**config.mk**
```make
export PLATFORM = sky130hd
export DESIGN_NAME = mips_multicycle_ctrl
export DESIGN_NICKNAME = d
export VERILOG_FILES = /design/src/rtl/mips_multicycle_ctrl.sv
export SDC_FILE = /design/constraint.sdc
export NUM_CORES = 1
export LEC_CHECK = 0
export CAP_MARGIN = 20
export CORE_MARGIN = 2
export CORE_UTILIZATION = 34
export DETAILED_ROUTE_END_ITERATION = 12
export HOLD_SLACK_MARGIN = 0.15
export PLACE_DENSITY_LB_ADDON = 0.08
export SLEW_MARGIN = 40
export SYNTH_ARGS = -nofsm -noshare
export SYNTH_HDL_FRONTEND = slang
export SYNTH_SLANG_ARGS = --single-unit
```
**constraint.sdc**
```tcl
create_clock -name clk -period 1.77 [get_ports clk]
set_input_delay 0.2655 -clock clk [delete_from_list [all_inputs] [get_ports clk]]
set_output_delay 0.2655 -clock clk [all_outputs]
set_load 0.01 [all_outputs]
```
**src/rtl/mips_multicycle_ctrl.sv**
```systemverilog
// Multicycle MIPS main control FSM: decodes IR opcode/funct and sequences datapath/memory strobes.
// Outputs mostly decoded from state; FETCH/MEMRD/MEMWR stall on mem_ready when USE_MEM_READY is set.
module mips_multicycle_ctrl #(
  parameter bit USE_MEM_READY = 1'b1
) (
  input  logic       clk,
  input  logic       rst,
  input  logic [5:0] opcode,
  input  logic [5:0] funct,
  input  logic       zero,
  input  logic       mem_ready,
  output logic       iord,
  output logic       mem_read,
  output logic       mem_write,
  output logic       ir_write,
  output logic       reg_dst,
  output logic       mem_to_reg,
  output logic       reg_write,
  output logic       alu_src_a,
  output logic [1:0] alu_src_b,
  output logic [2:0] alu_ctrl,
  output logic [1:0] pc_src,
  output logic       pc_en,
  output logic       illegal_op,
  output logic [3:0] state
);

  typedef enum logic [3:0] {
    S_IDLE   = 4'd0,
    S_FETCH  = 4'd1,
    S_DECODE = 4'd2,
    S_MEMADR = 4'd3,
    S_MEMRD  = 4'd4,
    S_MEMWB  = 4'd5,
    S_MEMWR  = 4'd6,
    S_EXEC   = 4'd7,
    S_ALUWB  = 4'd8,
    S_BRANCH = 4'd9,
    S_ADDIEX = 4'd10,
    S_ADDIWB = 4'd11,
    S_JUMP   = 4'd12
  } state_t;

  localparam logic [5:0] OP_R    = 6'b000000;
  localparam logic [5:0] OP_LW   = 6'b100011;
  localparam logic [5:0] OP_SW   = 6'b101011;
  localparam logic [5:0] OP_BEQ  = 6'b000100;
  localparam logic [5:0] OP_ADDI = 6'b001000;
  localparam logic [5:0] OP_J    = 6'b000010;

  state_t     cur, nxt;
  logic       ready;
  logic       funct_ok;
  logic       illegal_set;
  logic [2:0] funct_alu;

  assign ready = USE_MEM_READY ? mem_ready : 1'b1;
  assign state = cur;

  always_comb begin
    funct_ok  = 1'b1;
    funct_alu = 3'd0;
    case (funct)
      6'b100000: funct_alu = 3'd0;
      6'b100010: funct_alu = 3'd1;
      6'b100100: funct_alu = 3'd2;
      6'b100101: funct_alu = 3'd3;
      6'b101010: funct_alu = 3'd4;
      default:   funct_ok  = 1'b0;
    endcase
  end

  always_ff @(posedge clk) begin
    if (rst) begin
      cur        <= S_IDLE;
      illegal_op <= 1'b0;
    end else begin
      cur <= nxt;
      if (illegal_set) illegal_op <= 1'b1;
    end
  end

  always_comb begin
    nxt         = S_IDLE;
    illegal_set = 1'b0;
    iord        = 1'b0;
    mem_read    = 1'b0;
    mem_write   = 1'b0;
    ir_write    = 1'b0;
    reg_dst     = 1'b0;
    mem_to_reg  = 1'b0;
    reg_write   = 1'b0;
    alu_src_a   = 1'b0;
    alu_src_b   = 2'b00;
    alu_ctrl    = 3'd0;
    pc_src      = 2'b00;
    pc_en       = 1'b0;
    case (cur)
      S_IDLE: nxt = S_FETCH;
      S_FETCH: begin
        mem_read  = 1'b1;
        alu_src_b = 2'b01;
        ir_write  = ready;
        pc_en     = ready;
        nxt       = ready ? S_DECODE : S_FETCH;
      end
      S_DECODE: begin
        alu_src_b = 2'b11;
        case (opcode)
          OP_LW, OP_SW: nxt = S_MEMADR;
          OP_BEQ:       nxt = S_BRANCH;
          OP_ADDI:      nxt = S_ADDIEX;
          OP_J:         nxt = S_JUMP;
          OP_R: begin
            nxt         = funct_ok ? S_EXEC : S_FETCH;
            illegal_set = !funct_ok;
          end
          default: begin
            nxt         = S_FETCH;
            illegal_set = 1'b1;
          end
        endcase
      end
      S_MEMADR: begin
        alu_src_a = 1'b1;
        alu_src_b = 2'b10;
        nxt       = (opcode == OP_SW) ? S_MEMWR : S_MEMRD;
      end
      S_MEMRD: begin
        iord     = 1'b1;
        mem_read = 1'b1;
        nxt      = ready ? S_MEMWB : S_MEMRD;
      end
      S_MEMWB: begin
        mem_to_reg = 1'b1;
        reg_write  = 1'b1;
        nxt        = S_FETCH;
      end
      S_MEMWR: begin
        iord      = 1'b1;
        mem_write = 1'b1;
        nxt       = ready ? S_FETCH : S_MEMWR;
      end
      S_EXEC: begin
        alu_src_a = 1'b1;
        alu_ctrl  = funct_alu;
        nxt       = S_ALUWB;
      end
      S_ALUWB: begin
        reg_dst   = 1'b1;
        reg_write = 1'b1;
        alu_ctrl  = funct_alu;
        nxt       = S_FETCH;
      end
      S_BRANCH: begin
        alu_src_a = 1'b1;
        alu_ctrl  = 3'd1;
        pc_src    = 2'b01;
        pc_en     = zero;
        nxt       = S_FETCH;
      end
      S_ADDIEX: begin
        alu_src_a = 1'b1;
        alu_src_b = 2'b10;
        nxt       = S_ADDIWB;
      end
      S_ADDIWB: begin
        reg_write = 1'b1;
        nxt       = S_FETCH;
      end
      S_JUMP: begin
        pc_src = 2'b10;
        pc_en  = 1'b1;
        nxt    = S_FETCH;
      end
      default: nxt = S_IDLE;
    endcase
  end

endmodule

```
==> metrics, run 1 <==
status=finished with violations; worst setup margin=-0.08467 ns; area leader, netlist=dfxtp_1; cts hold-fix bufs=0; full die area=2360 um2; number of global-route vias before repair=~960; Pwr per Cell Area=363.8 nW/um2; Final Cell Area=about 1400 um2; Top FF cell, synth=dfxtp_1; Slew Viols, Final=0; Pint=~0.34 mW; peak supply drop=slightly below 200 uV; total gr overflow=0; RSZ-0062 raised after global routing=yes; Setup Viol. Count Final=2; Post-synth EDFFs=0; minimum hold slack=just under 0.5 ns; synthesis-stage register bit count=5; Hold Crit Class=register to register; vias per cell=roughly 5.4; CP Class=register to register; CTS tree=done; fillcell total=~170; Gate power share=46.9%; Num CTS Buffers=3; period utilization=104.8%; Psw=0.1606 mW; Ys Warns=0; sequential area share after synthesis=14.81%; worst-case clock buffer depth=2; Lkg Pwr=0.6008 nW; syn nets=110; drt wl/cell=around 14 um; WP data required=1.96 ns; PortBufs=36; Die Ht=around 49 um; sw frac=32.07%; Synth async-reset ratio=0%; Synth top cells by count=11 x nor2_1, 7 x nor3_1, 6 x clkbuf_1; clock-pin slew on the worst setup and hold paths=roughly 0.05 ns; Netlist cell types=between 40 and 50; GRT Util Overall=roughly 22%; sequential share of power=between 20% and 30%; Critical Path Start Type=register; Clock power frac=around 29%; Worst Path Arrival=approximately 2 ns; routed wire length=approximately 2600 um; share of cells above drive strength 1=between 40% and 50%; die width=roughly 50 um; Post-Syn Area=about 680 um2; Setup Skew=0.0007949 ns; Skew-Pair Late Insertion Delay=between 0.2 and 0.3 ns; Iter 0 DRT Violations=31; Total Power=about 0.50 mW; Root Buffer=clkbuf_4; DRC Markers=0; Final nets=~180; placed cell area=around 1300 um2; critical path fanouts, max=4; Final min period=roughly 1.9 ns; DR pass1 iterations=5; Cell Rows=16; Slew @ Worst Pin=between 0.3 and 0.4 ns; Vias=approximately 1000; top-count cell post-synth=nor2_1; H-tree depth=1; Critical Path End Type=register; io pins=37; final hold vios=0; first-pass GRT wire length=around 4200 um; Slew Limit Headroom=76.13%; maxcap violations=0; hpwl dp=around 1800 um; largest net degree at the start of global routing=15; antenna cells=0; GPL Wtd Cong=0.8545; clk sinks=5; Fmax=roughly 540 MHz; initial antenna violation count=0; Synth area leaders=dfxtp_1 15%, nor2_1 6.1%, nor3_1 5.2%, nand2b_1 3.7%, o21ai_0 3.7%; cell count after synthesis=94; post-route ant nets=0; syn_area_per_cell=about 7.2 um2; P&R area growth vs syn=103.7%; area share of the largest cell type after synthesis=14.81%; Starting Density=approximately a third; failing checks=negative setup slack; worst slack, placed=-0.4420 ns; core area=1922 um2
-- power by group through the flow --
stage	combinational (mW)	clock (mW)	sequential, mW
2_1_floorplan	0.0812	0	0.125
3_3_place_gp	0.206	0	0.125
3_5_place_dp	0.211	0	0.125
4_1_cts	0.214	0.139	0.126
5_1_grt	0.253	0.146	0.124
6_report	0.235	0.143	0.123
-- final cells by class --
| type | count | area, um2 | area share, % |
|---|---|---|---|
| timing repair buffer | 73 | 609.3 | 44.27 |
| multi-input combinational | 78 | 581.8 | 42.27 |
| sequential | 5 | 110.1 | 8.000 |
| tap | 27 | 33.78 | 2.455 |
| clock buffer | 4 | 26.28 | 1.909 |
| inverter | 4 | 15.01 | 1.091 |
-- final timing paths --
check	from	to	slack, ns	cells past startpoint
hold reg to reg	illegal_op$_SDFFE_PP0P_	illegal_op$_SDFFE_PP0P_	0.49	2
setup / recovery	state[3]$_SDFF_PP0_	state[1]$_SDFF_PP0_	-0.08	5
hold / removal	illegal_op$_SDFFE_PP0P_	illegal_op$_SDFFE_PP0P_	0.49	2
setup reg to reg	state[3]$_SDFF_PP0_	state[1]$_SDFF_PP0_	-0.08	5
-- through the flow --
step | utilization (%) | std cells | TNS (ns)
6_report | 71.61 | 191 | -0.1524
5_1_grt | 71.61 | 191 | -0.4324
3_3_place_gp | 65.95 | 179 | -1.981
4_1_cts | 68.68 | 183 | -0.1394
3_5_place_dp | 65.95 | 179 | -2.118
2_1_floorplan | - | 94 | -0.03075
-- state kept, by name, indices dropped and copies added, names as in the netlist --
register	count
illegal_op	1
state	4
-- what timing repair did --
action,in CTS,in global routing
endpoints found under the setup margin,17,8
endpoints found under the hold margin,0,0
setup buffers,0,8
pin swaps,0,6
gates resized for setup,42,15
cloned,0,0
-- worst max-delay path, cell delays in order (launching register included) --
cell      delay (ns)
dfxtp_2         0.32
buf_4           0.14
or4b_4          0.52
a311oi_2        0.30
or3b_1          0.39
a21oi_2         0.11
-- layer usage --
metal	vias up	GRT usage (%)	wire length, um
li1	506	-	-
met1	466	27.41	1098
met2	49	37.96	1349
met3	5	3.395	153
met4	0	9.048	42
met5	-	0	0
-- logic make-up after synthesis --
family,after synthesis,share of synthesized area [%]
AND/OR/NAND/NOR,45,40.37
XOR/XNOR,2,2.593
AO/OA/AOI/OAI,30,33.52
flip-flops,5,14.82
multiplexers,1,1.482
buffers and inverters,11,7.221
-- cell usage in the layout, fill, tap and decap left out, drive strengths merged, types with 2 or more instances in the layout --
master         Yosys  layout
a211oi             2       2
a21oi              5       5
a221oi             2       2
a311oi             2       2
a31oi              2       2
and3               2       2
buf                1      41
clkbuf             6       8
clkdlybuf4s50      0      19
dfxtp              5       5
dlygate4sd2        0       7
inv                4       4
nand2              4       4
nand2b             4       4
nor2              11      11
nor2b              2       2
nor3               7       7
nor3b              2       2
nor4bb             2       2
o21ai              5       5
Note: power is estimated with default switching activity, not from simulation.
==> run 2, diff against run 1 <==
- CAP_MARGIN: 20 -> 10
==> results of run 2 <==
Same layout as run 1: the final DEF is identical, and so are final timing and power.
==> run 3, diff against run 2 <==
- CELL_PAD_IN_SITES_DETAIL_PLACEMENT: not set -> 1
- CELL_PAD_IN_SITES_GLOBAL_PLACEMENT: not set -> 1
- CORE_UTILIZATION: 34 -> 23
==> run 3 against run 2 <==
The flow still finishes with violations (negative setup slack). Via count increased by 2.3%. Critical endpoint unchanged. Hold slack got worse by 0.0038 ns. Total power decreased by 0.42%. Critical path depth is the same. Routed wire length up 13%.
==> metrics, run 3 (same netlist as run 1, synthesis figures left out) <==
status=finished with violations; failing checks=negative setup slack; Slew Viols, Final=0; CP Class=register to register; die width=between 50 and 60 um; FF-to-FF setup slack=-0.08 ns; crit-path max cell delay=0.54 ns; first-pass GRT wire length=roughly 4500 um; Die Ht=approximately 58 um; worst setup margin=-0.08473 ns; most frequent cells in the layout=37 x buf_4, 19 x clkdlybuf4s50_1, 11 x nor2_1, 6 x dlygate4sd2_1; routed wire length=2980 um; Critical Path End Type=register; Iter 0 DRT Violations=26; hpwl dp=2232 um; Root Buffer=clkbuf_4; Lkg Pwr=roughly 0.63 nW; clock-pin slew on the worst setup and hold paths=approximately 0.05 ns; initial antenna violation count=0; DR pass1 iterations=4; Cell Rows=19; worst-case clock buffer depth=2; CTS tree=done; clk sinks=5; Setup Viol. Count Final=3; maxcap violations=0; Hold Path End=illegal_op$_SDFFE_PP0P_; period utilization=104.8%; Gate power share=48.2%; Largest register FFs=4; Worst Path Arrival=2.03 ns; Num CTS Buffers=3; GRT Util Overall=17.06%; WP data required=between 1.5 and 2 ns; full die area=roughly 3400 um2; Psw=between 0.15 and 0.2 mW; antenna cells=0; sequential share of power=around 24%; peak supply drop=between 300 and 400 uV; Hold Crit Class=register to register; r2r endpoint=state[1]$_SDFF_PP0_; largest net degree at the start of global routing=13; CP Cell Sequence=buf_6, or4b_4, a311oi_2, or3b_4, a21oi_2; placed cells=about 190; sw frac=31.64%; Slew Limit Headroom=77.89%; Reg-to-Reg Start=state[2]$_SDFF_PP0_; Skew-Pair Late Insertion Delay=about 0.24 ns; PortBufs=36; vias per cell=5.250; Total Power=0.4986 mW; core area=2781 um2; Pwr per Cell Area=approximately 340 nW/um2; Starting Density=around 24%; number of global-route vias before repair=about 1000; Slew @ Worst Pin=0.3308 ns; drt wl/cell=~15 um; Final min period=1.855 ns; final hold vios=0; GPL Wtd Cong=roughly 0.81; setup TNS=-0.1591 ns; post-route ant nets=0; H-tree depth=1; Hold Crit Start=illegal_op$_SDFFE_PP0P_; Final nets=186; Fmax=539.2 MHz; hold depth=2; Vias=1050; share of cells above drive strength 1=43.79%; total gr overflow=0; Clock power frac=between 20 and 30%; commonest non-fill, non-tap cell in the layout=buf_4; CP top delay family=simple AND/OR/NAND/NOR gates; worst path buffer plus inverter count=1; io pins=37; Setup Skew=approximately 0.0037 ns; fin util=between 50% and 60%; P&R area growth vs syn=114.4%; R2R depth=5; Critical Path Start Type=register; Pint=roughly 0.34 mW; DRC Markers=0; RSZ-0062 raised after global routing=yes; critical path's slowest cell=or4b_4; critical path fanouts, max=4; fin cells=200
## run 3: cell types whose count changed in the layout (fill, tap and decap cells not counted), sizes merged
cell           delta
clkdlybuf4s15     +2
buf               +6
dlygate4sd2       -1
clkbuf            -2
## run 3: what timing repair did
action / CTS / global route
hold buffers: 0 / 0
setup buffers: 1 / 8
resized for setup: 41 / 25
pin swaps: 2 / 6
endpoints found under the setup margin: 17 / 8
## run 3: how the worst max path moves through the flow
stage	from	endpoint	slack, ns	depth (start not counted)
5_1_grt	state[3]$_SDFF_PP0_	alu_ctrl[0]	-0.14	6
3_5_place_dp	funct[5]	alu_ctrl[0]	-0.41	5
2_1_floorplan	state[3]$_SDFF_PP0_	alu_ctrl[1]	-0.02	5
6_report	state[2]$_SDFF_PP0_	state[1]$_SDFF_PP0_	-0.08	5
3_3_place_gp	funct[5]	alu_ctrl[0]	-0.39	5
4_1_cts	state[3]$_SDFF_PP0_	state[1]$_SDFF_PP0_	-0.13	5
## run 3: power groups by stage
stage               Sequential (mW)  Combinational, mW  Clock, mW
floorplan                     0.125             0.0812          0
global placement              0.125              0.215          0
detailed placement            0.126              0.219          0
CTS                           0.123              0.222      0.140
global route                  0.122              0.259      0.153
finish                        0.122              0.240      0.136
## run 3: worst min-delay path, stage by stage, from the launching register on
cell and delay (ns):
dfxtp_1 0.31, inv_1 0.05, a221oi_1 0.06
## run 3: layout make-up
class                      count  area [um2]
multi-input combinational     78       585.6
clock buffer                   4       26.28
tap                           31       38.79
sequential                     5       112.6
fill                         350        1333
inverter                       4       15.01
timing repair buffer          78       670.6
## run 3: routing by layer
metal / part of all wire (%) / wire length (um) / track usage (%)
met5: 0 / 0 / 0
met2: 51 / 1514 / 30.19
met3: 3.8 / 113 / 1.786
met4: 0.47 / 14 / 4.983
met1: 45 / 1338 / 21.69
## run 3: per-stage QoR
step | worst slack, ns | cell area [um2] | hold WS, ns
final | -0.08473 | 1449 | 0.4817
after global routing | -0.1424 | 1449 | 0.5117
after CTS | -0.1329 | 1340 | 0.4861
after detailed placement | -0.4070 | 1303 | 0.4788
after global placement | -0.3872 | 1303 | 0.4769
after floorplan | -0.02120 | 689.4 | 0.3383
